$ cat src/rtl/xmmfifo_pkg.sv
// Shared definitions for the memory-mapped TX/RX FIFO block: bus widths,
// register offsets, STATUS flag positions and CTRL bit positions.
package xmmfifo_pkg;

  localparam int unsigned DATA_W = 32;
  localparam int unsigned ADDR_W = 2;

  localparam logic [ADDR_W-1:0] ADDR_TXDATA = 2'd0;
  localparam logic [ADDR_W-1:0] ADDR_RXDATA = 2'd1;
  localparam logic [ADDR_W-1:0] ADDR_STATUS = 2'd2;
  localparam logic [ADDR_W-1:0] ADDR_CTRL   = 2'd3;

  // Flag positions relative to the end of the two count fields (2*CNT_W).
  localparam int unsigned ST_TX_EMPTY = 0;
  localparam int unsigned ST_TX_FULL  = 1;
  localparam int unsigned ST_RX_EMPTY = 2;
  localparam int unsigned ST_RX_FULL  = 3;
  localparam int unsigned ST_TX_OVF   = 4;
  localparam int unsigned ST_RX_UDF   = 5;

  localparam int unsigned CTRL_FLUSH_TX = 0;
  localparam int unsigned CTRL_FLUSH_RX = 1;
  localparam int unsigned CTRL_CLR_FLG  = 2;

endpackage

$ cat src/rtl/xfifo_core.sv
// Synchronous FIFO with flush; head output reads 0 while empty so the
// consumer-facing data is defined after reset without clearing storage.
module xfifo_core
  import xmmfifo_pkg::*;
#(
  parameter int unsigned Depth = 8,
  parameter int unsigned CntW  = $clog2(Depth) + 1,
  parameter int unsigned Width = DATA_W
) (
  input  logic             clk,
  input  logic             rst,
  input  logic             i_push,
  input  logic             i_pop,
  input  logic             i_flush,
  input  logic [Width-1:0] i_din,
  output logic [Width-1:0] o_dout,
  output logic [CntW-1:0]  o_count,
  output logic             o_empty,
  output logic             o_full
);

  localparam int unsigned PtrW = $clog2(Depth);

  logic [Width-1:0] r_mem [Depth];
  logic [PtrW-1:0]  r_wr_ptr;
  logic [PtrW-1:0]  r_rd_ptr;
  logic [CntW-1:0]  r_count;

  logic w_empty;
  logic w_full;
  logic w_do_push;
  logic w_do_pop;

  assign w_empty = (r_count == '0);
  assign w_full  = (r_count == CntW'(Depth));

  // Flush dominates any concurrent transfer; illegal ops are filtered here too.
  assign w_do_push = i_push & ~w_full & ~i_flush;
  assign w_do_pop  = i_pop & ~w_empty & ~i_flush;

  always_ff @(posedge clk or posedge rst) begin
    if (rst) begin
      r_wr_ptr <= '0;
      r_rd_ptr <= '0;
      r_count  <= '0;
    end else if (i_flush) begin
      r_wr_ptr <= '0;
      r_rd_ptr <= '0;
      r_count  <= '0;
    end else begin
      if (w_do_push) r_wr_ptr <= r_wr_ptr + PtrW'(1);
      if (w_do_pop)  r_rd_ptr <= r_rd_ptr + PtrW'(1);
      unique case ({w_do_push, w_do_pop})
        2'b10:   r_count <= r_count + CntW'(1);
        2'b01:   r_count <= r_count - CntW'(1);
        default: r_count <= r_count;
      endcase
    end
  end

  always_ff @(posedge clk) begin
    if (w_do_push) r_mem[r_wr_ptr] <= i_din;
  end

  assign o_dout  = w_empty ? '0 : r_mem[r_rd_ptr];
  assign o_count = r_count;
  assign o_empty = w_empty;
  assign o_full  = w_full;

endmodule

$ cat src/rtl/xmmfifo.sv
// Processor-mapped TX/RX FIFO pair: CPU pushes TX / pops RX over a
// zero-wait-state bus, external side uses valid/ready handshakes.
module xmmfifo
  import xmmfifo_pkg::*;
#(
  parameter int unsigned FIFO_DEPTH = 8,
  parameter int unsigned CNT_W      = $clog2(FIFO_DEPTH) + 1
) (
  input  logic              clk,
  input  logic              rst,
  input  logic              sel,
  input  logic              we,
  input  logic [ADDR_W-1:0] addr,
  input  logic [DATA_W-1:0] data_in,
  output logic [DATA_W-1:0] data_out,
  output logic [DATA_W-1:0] tx_data,
  output logic              tx_valid,
  input  logic              tx_ready,
  input  logic [DATA_W-1:0] rx_data,
  input  logic              rx_valid,
  output logic              rx_ready
);

  logic w_bus_wr;
  logic w_bus_rd;
  logic w_txdata_wr;
  logic w_ctrl_wr;
  logic w_rxdata_rd;

  logic w_tx_push;
  logic w_tx_pop;
  logic w_tx_flush;
  logic w_rx_push;
  logic w_rx_pop;
  logic w_rx_flush;
  logic w_clr_flags;
  logic w_tx_ovf_evt;
  logic w_rx_udf_evt;

  logic [DATA_W-1:0] w_tx_dout;
  logic [DATA_W-1:0] w_rx_dout;
  logic [CNT_W-1:0]  w_tx_count;
  logic [CNT_W-1:0]  w_rx_count;
  logic              w_tx_empty;
  logic              w_tx_full;
  logic              w_rx_empty;
  logic              w_rx_full;
  logic [DATA_W-1:0] w_status;

  logic r_tx_ovf;
  logic r_rx_udf;

  assign w_bus_wr    = sel & we;
  assign w_bus_rd    = sel & ~we;
  assign w_txdata_wr = w_bus_wr & (addr == ADDR_TXDATA);
  assign w_ctrl_wr   = w_bus_wr & (addr == ADDR_CTRL);
  assign w_rxdata_rd = w_bus_rd & (addr == ADDR_RXDATA);

  assign w_tx_flush  = w_ctrl_wr & data_in[CTRL_FLUSH_TX];
  assign w_rx_flush  = w_ctrl_wr & data_in[CTRL_FLUSH_RX];
  assign w_clr_flags = w_ctrl_wr & data_in[CTRL_CLR_FLG];

  // A full TX drops the write even if the consumer frees a slot this cycle.
  assign w_tx_push    = w_txdata_wr & ~w_tx_full;
  assign w_tx_ovf_evt = w_txdata_wr & w_tx_full;
  assign w_tx_pop     = tx_valid & tx_ready;

  assign w_rx_push    = rx_valid & rx_ready;
  assign w_rx_pop     = w_rxdata_rd & ~w_rx_empty;
  assign w_rx_udf_evt = w_rxdata_rd & w_rx_empty;

  xfifo_core #(
    .Depth (FIFO_DEPTH),
    .CntW  (CNT_W),
    .Width (DATA_W)
  ) u_tx_fifo (
    .clk     (clk),
    .rst     (rst),
    .i_push  (w_tx_push),
    .i_pop   (w_tx_pop),
    .i_flush (w_tx_flush),
    .i_din   (data_in),
    .o_dout  (w_tx_dout),
    .o_count (w_tx_count),
    .o_empty (w_tx_empty),
    .o_full  (w_tx_full)
  );

  xfifo_core #(
    .Depth (FIFO_DEPTH),
    .CntW  (CNT_W),
    .Width (DATA_W)
  ) u_rx_fifo (
    .clk     (clk),
    .rst     (rst),
    .i_push  (w_rx_push),
    .i_pop   (w_rx_pop),
    .i_flush (w_rx_flush),
    .i_din   (rx_data),
    .o_dout  (w_rx_dout),
    .o_count (w_rx_count),
    .o_empty (w_rx_empty),
    .o_full  (w_rx_full)
  );

  // Sticky flags: a new event in the same cycle as a clear keeps the flag set.
  always_ff @(posedge clk or posedge rst) begin
    if (rst) begin
      r_tx_ovf <= 1'b0;
      r_rx_udf <= 1'b0;
    end else begin
      r_tx_ovf <= w_tx_ovf_evt | (r_tx_ovf & ~w_clr_flags);
      r_rx_udf <= w_rx_udf_evt | (r_rx_udf & ~w_clr_flags);
    end
  end

  always_comb begin
    w_status                            = '0;
    w_status[CNT_W-1:0]                 = w_tx_count;
    w_status[2*CNT_W-1:CNT_W]           = w_rx_count;
    w_status[2*CNT_W + ST_TX_EMPTY]     = w_tx_empty;
    w_status[2*CNT_W + ST_TX_FULL]      = w_tx_full;
    w_status[2*CNT_W + ST_RX_EMPTY]     = w_rx_empty;
    w_status[2*CNT_W + ST_RX_FULL]      = w_rx_full;
    w_status[2*CNT_W + ST_TX_OVF]       = r_tx_ovf;
    w_status[2*CNT_W + ST_RX_UDF]       = r_rx_udf;
  end

  always_comb begin
    data_out = '0;
    if (w_bus_rd) begin
      case (addr)
        ADDR_RXDATA: data_out = w_rx_dout;
        ADDR_STATUS: data_out = w_status;
        default:     data_out = '0;
      endcase
    end
  end

  assign tx_data  = w_tx_dout;
  assign tx_valid = ~w_tx_empty;
  assign rx_ready = ~w_rx_full;

endmodule

$ cat config.mk
export PLATFORM = sky130hd
export DESIGN_NAME = xmmfifo
export DESIGN_NICKNAME = d
export VERILOG_FILES = /design/src/rtl/xmmfifo_pkg.sv /design/src/rtl/xfifo_core.sv /design/src/rtl/xmmfifo.sv
export SDC_FILE = /design/constraint.sdc
export NUM_CORES = 1
export LEC_CHECK = 0
export CAP_MARGIN = 20
export CORE_MARGIN = 10
export CORE_UTILIZATION = 63
export DETAILED_ROUTE_END_ITERATION = 8
export GPL_ROUTABILITY_DRIVEN = 0
export PLACE_DENSITY = 0.84
export REMOVE_ABC_BUFFERS = 1
export SLEW_MARGIN = 20
export SYNTH_ARGS = -nofsm -noshare
export SYNTH_HDL_FRONTEND = slang
export SYNTH_SLANG_ARGS = --single-unit
$ cat constraint.sdc
create_clock -name clk -period 10.6 [get_ports clk]
set_input_delay 2.12 -clock clk [delete_from_list [all_inputs] [get_ports clk]]
set_output_delay 2.12 -clock clk [all_outputs]
set_load 0.005 [all_outputs]
# Yosys cells after proc, flatten, opt, wreduce, memory -nomap -nowiden
# Memory sizes are Yosys's and may differ from the RTL's.
# Cells that the tools add are included.
[op_classes] eq_ne=9 add_sub_neg=8 bitwise=34 n_reduce_logical=9 muxes=20
[op_table] op="$mux 32" n=3
[op_table] op="$pmux 32 s2" n=1
[op_table] op="$and 1x1->1" n=24
[op_table] op="$mux 3" n=8
[op_table] op="$pmux 4 s2" n=2
[op_table] op="$add 3x1->3 const B" n=4
[op_table] op="$add 4x1->4 const B" n=2
[op_table] op="$eq 2x2->1 const B" n=4
[op_table] op="$eq 4x4->1 const B" n=2
[op_table] op="$logic_not 4->1" n=2
[op_table] op="$mux 4" n=2
[op_table] op="$not 1->1" n=8
[op_table] op="$reduce_bool 2->1" n=4
[op_table] op="$sub 4x1->4 const B" n=2
[op_table] op="$eq 2x1->1 const B" n=3
[op_table] op="$reduce_bool 3->1" n=2
[op_table] op="$mux 1" n=4
[op_table] op="$logic_not 2->1" n=1
[op_table] op="$or 1x1->1" n=2
[totals] ram_bits=512 mem_count=2 register_bits=22 elab_cells=90
[mem_list] name="u_rx_fifo.r_mem" depth=8 word_bits=32 rd=1 rd_ports_with_merged_regs=0 write_ports=1 line_no="xfifo_core.sv:24" text="logic [Width-1:0] r_mem [Depth];"
[mem_list] name="u_tx_fifo.r_mem" depth=8 word_bits=32 rd=1 rd_ports_with_merged_regs=0 write_ports=1 line_no="xfifo_core.sv:24"

# Logic depth before layout (Yosys ltp)
[depth] ltp_word=9 depth_mapped=13 mapped_depth_nobuf=12

# Hierarchy
# Synthesis repeated with hierarchy kept, for this count alone.
[unflattened] cells_unflattened=1057 hier_area_um2=21294.2
[modules_own_cells] mod="xfifo_core" area_per_inst_um2=10391.2 instances=2 seq_area_each_um2=7937.6 cells_per_inst=490
[modules_own_cells] mod="xmmfifo" area_per_inst_um2=511.7 instances=1 seq_area_each_um2=50.0 cells_per_inst=77

# Worst setup path after synthesis
# OpenSTA, ideal clock, no wires.
[synth_path] path_type="input-to-reg" start="input port addr[0]" end="memory u_tx_fifo.r_mem[1][0] in the netlist's numbering (enable)" t_required_ns=10.139 arrival_ns=5.180 setup_time_ns=0.461 path_stages=7 slack_ns=4.959 path_cell_list="inv_1 ha_1 and3_1 and2_1 clkbuf_1 nand3_1 nor3_1"
[synth_via] elab_chain_len=7 word_cells_on_any_way=11
[synth_rtl] item="start: declaration" line_no="xmmfifo.sv:13" text="input logic [ADDR_W-1:0] addr,"
[synth_rtl] item="$logic_not 2->1 or $eq 2x2->1 (tied branches)" line_no="xmmfifo.sv:55, xmmfifo.sv:56"
[synth_rtl] item="$and 1x1->1, on equally long branches" line_no="xmmfifo.sv:55, xmmfifo.sv:56"
[synth_rtl] item="$and 1x1->1, on equally long branches" line_no="xmmfifo.sv:64, xmmfifo.sv:59"
[synth_rtl] item="$and 1x1->1 or $not 1->1 (tied branches)" line_no="xfifo_core.sv:38" text="assign w_do_push = i_push & ~w_full & ~i_flush;"
[synth_rtl] item="$and 1x1->1 *" line_no="xfifo_core.sv:38"
[synth_rtl] item="$mux 1 *" line_no="xfifo_core.sv:62" text="if (w_do_push) r_mem[r_wr_ptr] <= i_din;"
[synth_rtl] item="$mux 1 (not written as such) *" line_no="xfifo_core.sv:62"
[synth_rtl] item="end: declaration" line_no="xfifo_core.sv:24"
# Mark *: on every way between the ends. The rest lies on a longest branch, timed or not.

# Final worst setup path
[layout_path] start="input port addr[1]" end="output port data_out[12]"
[layout_via] elab_chain_len=3 word_cells_on_any_way=4
[layout_rtl] item="$eq 2x2->1 or $eq 2x1->1 (tied branches)" line_no="xmmfifo.sv:132" text="case (addr)"
[layout_rtl] item="$pmux 32 s2 *" line_no="xmmfifo.sv:132"
[layout_rtl] item="$mux 32 *" line_no="xmmfifo.sv:131" text="if (w_bus_rd) begin"
[layout_rtl] item="end: declaration" line_no="xmmfifo.sv:15" text="output logic [DATA_W-1:0] data_out,"
# Marked as above.

==> metrics.md <==
| Metric | Value |
|---|---|
| Status | completed |
| Sequential-to-total area share from yosys stat | 76.2% |
| Die Area | 40900 µm² |
| Hold Path End | r_rx_udf |
| First-pass GRT wire length | 67000 µm |
| Crit-path max FO | 22 |
| Worst R2R Setup Slack | roughly 7.5 ns |
| CTS tree | yes |
| DRT iter0 DRCs | roughly 740 |
| GRT Overall Usage | 21.5% |
| Layout Cells excl Fill | 1634 |
| Gates resized, CTS repair | 0 |
| CP required | 8.48 ns |
| Hold slack | 0.519 ns |
| Critical path type | in -> out |
| Final Slew Violations | 0 |
| Global route hottest layer | met2 |
| Initial Util | 64.1% |
| Commonest register cell after synthesis | edfxtp_1 |
| Worst R2R Start | u_rx_fifo.o_count[0] |
| Asr flop ratio synth | under 10% |
| CP max stage cell | nor2_1 |
| CP Capture Type | primary output |
| DP HPWL | 24500 µm |
| GR Util met1 | 27.2% |
| Fin crit share | 70.6% |
| Clock buffer count from CTS | 51 |
| Synth unique cells | 42 |
| Width of the die | 202 µm |
| Worst Max-Slew Pin Slew | 1.08 ns |
| Register area | 15900 µm² |
| Most common library cell in the layout ignoring fill and taps | edfxtp_1 |
| Post-Route WL | 43700 µm |
| Clk slew on worst S/H paths | 0.06 ns |
| Multi-input gate area | 4870 µm² |
| Postcts setup bufs | 0 |
| Post-route cell area | 24500 µm² |
| Avg WL per Cell | 26.7 µm |
| Fmax | roughly 0.13 GHz |
| Placed cells | 1535 |
| Grt ovf | 0 |
| Layout cells sized above 1 | 21.2% |
| Setup violations, final | 0 |
| Hold path start | r_rx_udf |
| Gate Count Post-Synth | between 900 and 1000 |
| Crit-path max cell delay | 0.90 ns |
| Most frequent cells in the layout | edfxtp_1 (512), clkdlybuf4s50_1 (137), mux4_2 (118), nor2_1 (68), mux2i_1 (60) |
| Drt first pass iters | 8 |
| Mapped cell area | 20900 µm² |
| Vias in the first global route | approximately 11000 |
| Hold depth | 2 |
| Area delta synth->final | 17.4% |
| GRT met2 Usage | 37.1% |
| Max VDD drop | ~0.17 mV |
| Tmin final | around 7.5 ns |
| Pwr Density | 242 nW/µm² |
| Die Height | 202 µm |
| Hold_buf cts | 0 |
| CTS H-tree depth | 2 |
| Max_cap viols | 0 |
| Vias after detailed routing | between 10000 and 15000 |
| Layout fillers | roughly 1700 |
| Reg2reg end | u_rx_fifo.o_count[3] |
| Post-DP Area | roughly 23000 µm² |
| Max clock buf depth | 3 |
| DR vias/cell | 6.26 |
| Site Rows | 66 |
| Cell depth of the worst flop-to-flop path | 8 |
| DRC | 0 |
| M3 GR Usage | around 4.4% |
| Setup Skew | between 0.03 and 0.04 ns |
| Fin. Hold Viols | 0 |
| Largest net degree at the start of global routing | 67 |
| Rel. slew slack | 28.1% |
| Core ar. | 32600 µm² |
| RSZ-0062 raised after global routing | no |
| CTS sink count | 534 |
| HP Class | reg -> reg |
| #FFs+latches synth | 534 |
| Worst endpoint data arrival time | 5.36 ns |
| Mean Syn Cell Area | between 20 and 25 µm² |
| YS warnings | 0 |
| IO buf count | 137 |
| Clk Latency, worst-skew pair | 0.57 ns |
| Nets | 1234 |
| Most used cell, CP | clkdlybuf4s50_1 |
| Leak Pwr | 7.97 nW |
| Setup crit start kind | input port |
| TNS Setup | 0 ns |
| Root Buffer | clkbuf_16 |
| Final ANT Viol Nets | 0 |
| Post-synth EDFFs | between 500 and 600 |
| Antenna violations before repair | 3 |
| I/O Pins | 138 |
| Worst path cell trace | clkdlybuf4s50_1 -> inv_1 -> ha_1 -> and3b_2 -> nand3_2 -> nor2_1 -> a221o_1 -> clkdlybuf4s50_1 |
cells by family (layout without fill, tap and decap cells):
| group | count (synthesis) | after routing | synth area share (%) |
|---|---|---|---|
| compound gates | 30 | 30 | 1.05 |
| xor+xnor | 13 | 13 | 0.545 |
| fa+ha+maj | 16 | 16 | 0.958 |
| buf+inv | 53 | 260 | 1.11 |
| flops | 534 | 534 | 76.2 |
| mux | 189 | 189 | 16.8 |
| other cells | 0 | 3 | 0 |
| simple gates | 147 | 147 | 3.33 |
per-layer routing:
metal	share of wire (%)	up-vias	wire length, µm
li1	-	4391	-
met1	38	5384	16800
met2	53	386	23200
met3	6.6	68	2890
met4	1.9	2	823
met5	0.030	-	13
power breakdown:
group / total [mW] / switching [mW] / internal, mW
sequential: 2.70 / 0.180 / 2.52
combinational: 1.51 / 0.707 / 0.803
clock: 1.74 / 0.738 / 0.999
how the worst max path moves through the flow:
stage	start	to	slack [ns]	depth (start not counted)
6_report	addr[1]	data_out[12]	3.12	8
5_1_grt	addr[1]	data_out[12]	2.93	8
4_1_cts	addr[1]	data_out[12]	2.49	8
3_5_place_dp	addr[1]	data_out[12]	2.61	8
3_3_place_gp	addr[1]	data_out[12]	2.76	8
2_1_floorplan	u_rx_fifo.r_rd_ptr[0]	data_out[0]	4.64	3
Yosys cell counts (2+ instances only):
cell type,count,share of area [%]
a21oi_1,6,0.14
a221o_1,10,0.48
and3_1,14,0.42
and4_1,2,0.084
buf_1,9,0.16
buf_2,14,0.34
buf_6,2,0.11
clkbuf_1,24,0.43
dfrtp_1,22,2.6
edfxtp_1,512,74
ha_1,16,0.96
inv_1,4,0.072
mux2i_1,60,2.9
mux4_2,118,13
mux4_4,10,1.2
nand2_1,14,0.25
nand2b_1,5,0.15
nand3_1,11,0.26
nand4_1,5,0.15
nor2_1,80,1.4
nor2b_1,2,0.060
nor3_1,4,0.096
o21ai_0,5,0.12
o22ai_1,4,0.12
xnor2_1,3,0.13
xor2_1,10,0.42
state kept, by name, indices dropped and copies added (netlist names):
signal / flops
r_tx_ovf: 1
r_rx_udf: 1
u_tx_fifo.o_count: 4
u_rx_fifo.o_count: 4
u_tx_fifo.r_wr_ptr: 3
u_rx_fifo.r_wr_ptr: 3
u_tx_fifo.r_mem: 256
u_tx_fifo.r_rd_ptr: 3
u_rx_fifo.r_rd_ptr: 3
u_rx_fifo.r_mem: 256
metrics by stage:
stage | util (%) | setup slack (ns) | power, mW
global placement | 70.3 | 2.76 | 4.21
floorplan | - | 4.64 | 3.68
finish | 75.2 | 3.12 | 5.95
detailed placement | 70.3 | 2.61 | 4.26
global route | 75.2 | 2.93 | 6.21
CTS | 75.2 | 2.49 | 6.01
critical path, delay by kind of cell:
kind            cells  cell delay [ns]
fa+ha+maj           1             0.16
compound gates      1             0.32
buf+inv             3             1.12
simple gates        3             1.64
area by class of cell:
cell class	instances	area share (%)
flip-flops and latches	534	64.9
multi-input cells	395	19.9
inverters	4	0.0612
well taps	442	2.25
clock buffers	64	5.49
diodes	3	0.0306
clock inverters	32	1.09
repair buffers	160	6.29
(Power assumes the default switching activity.)
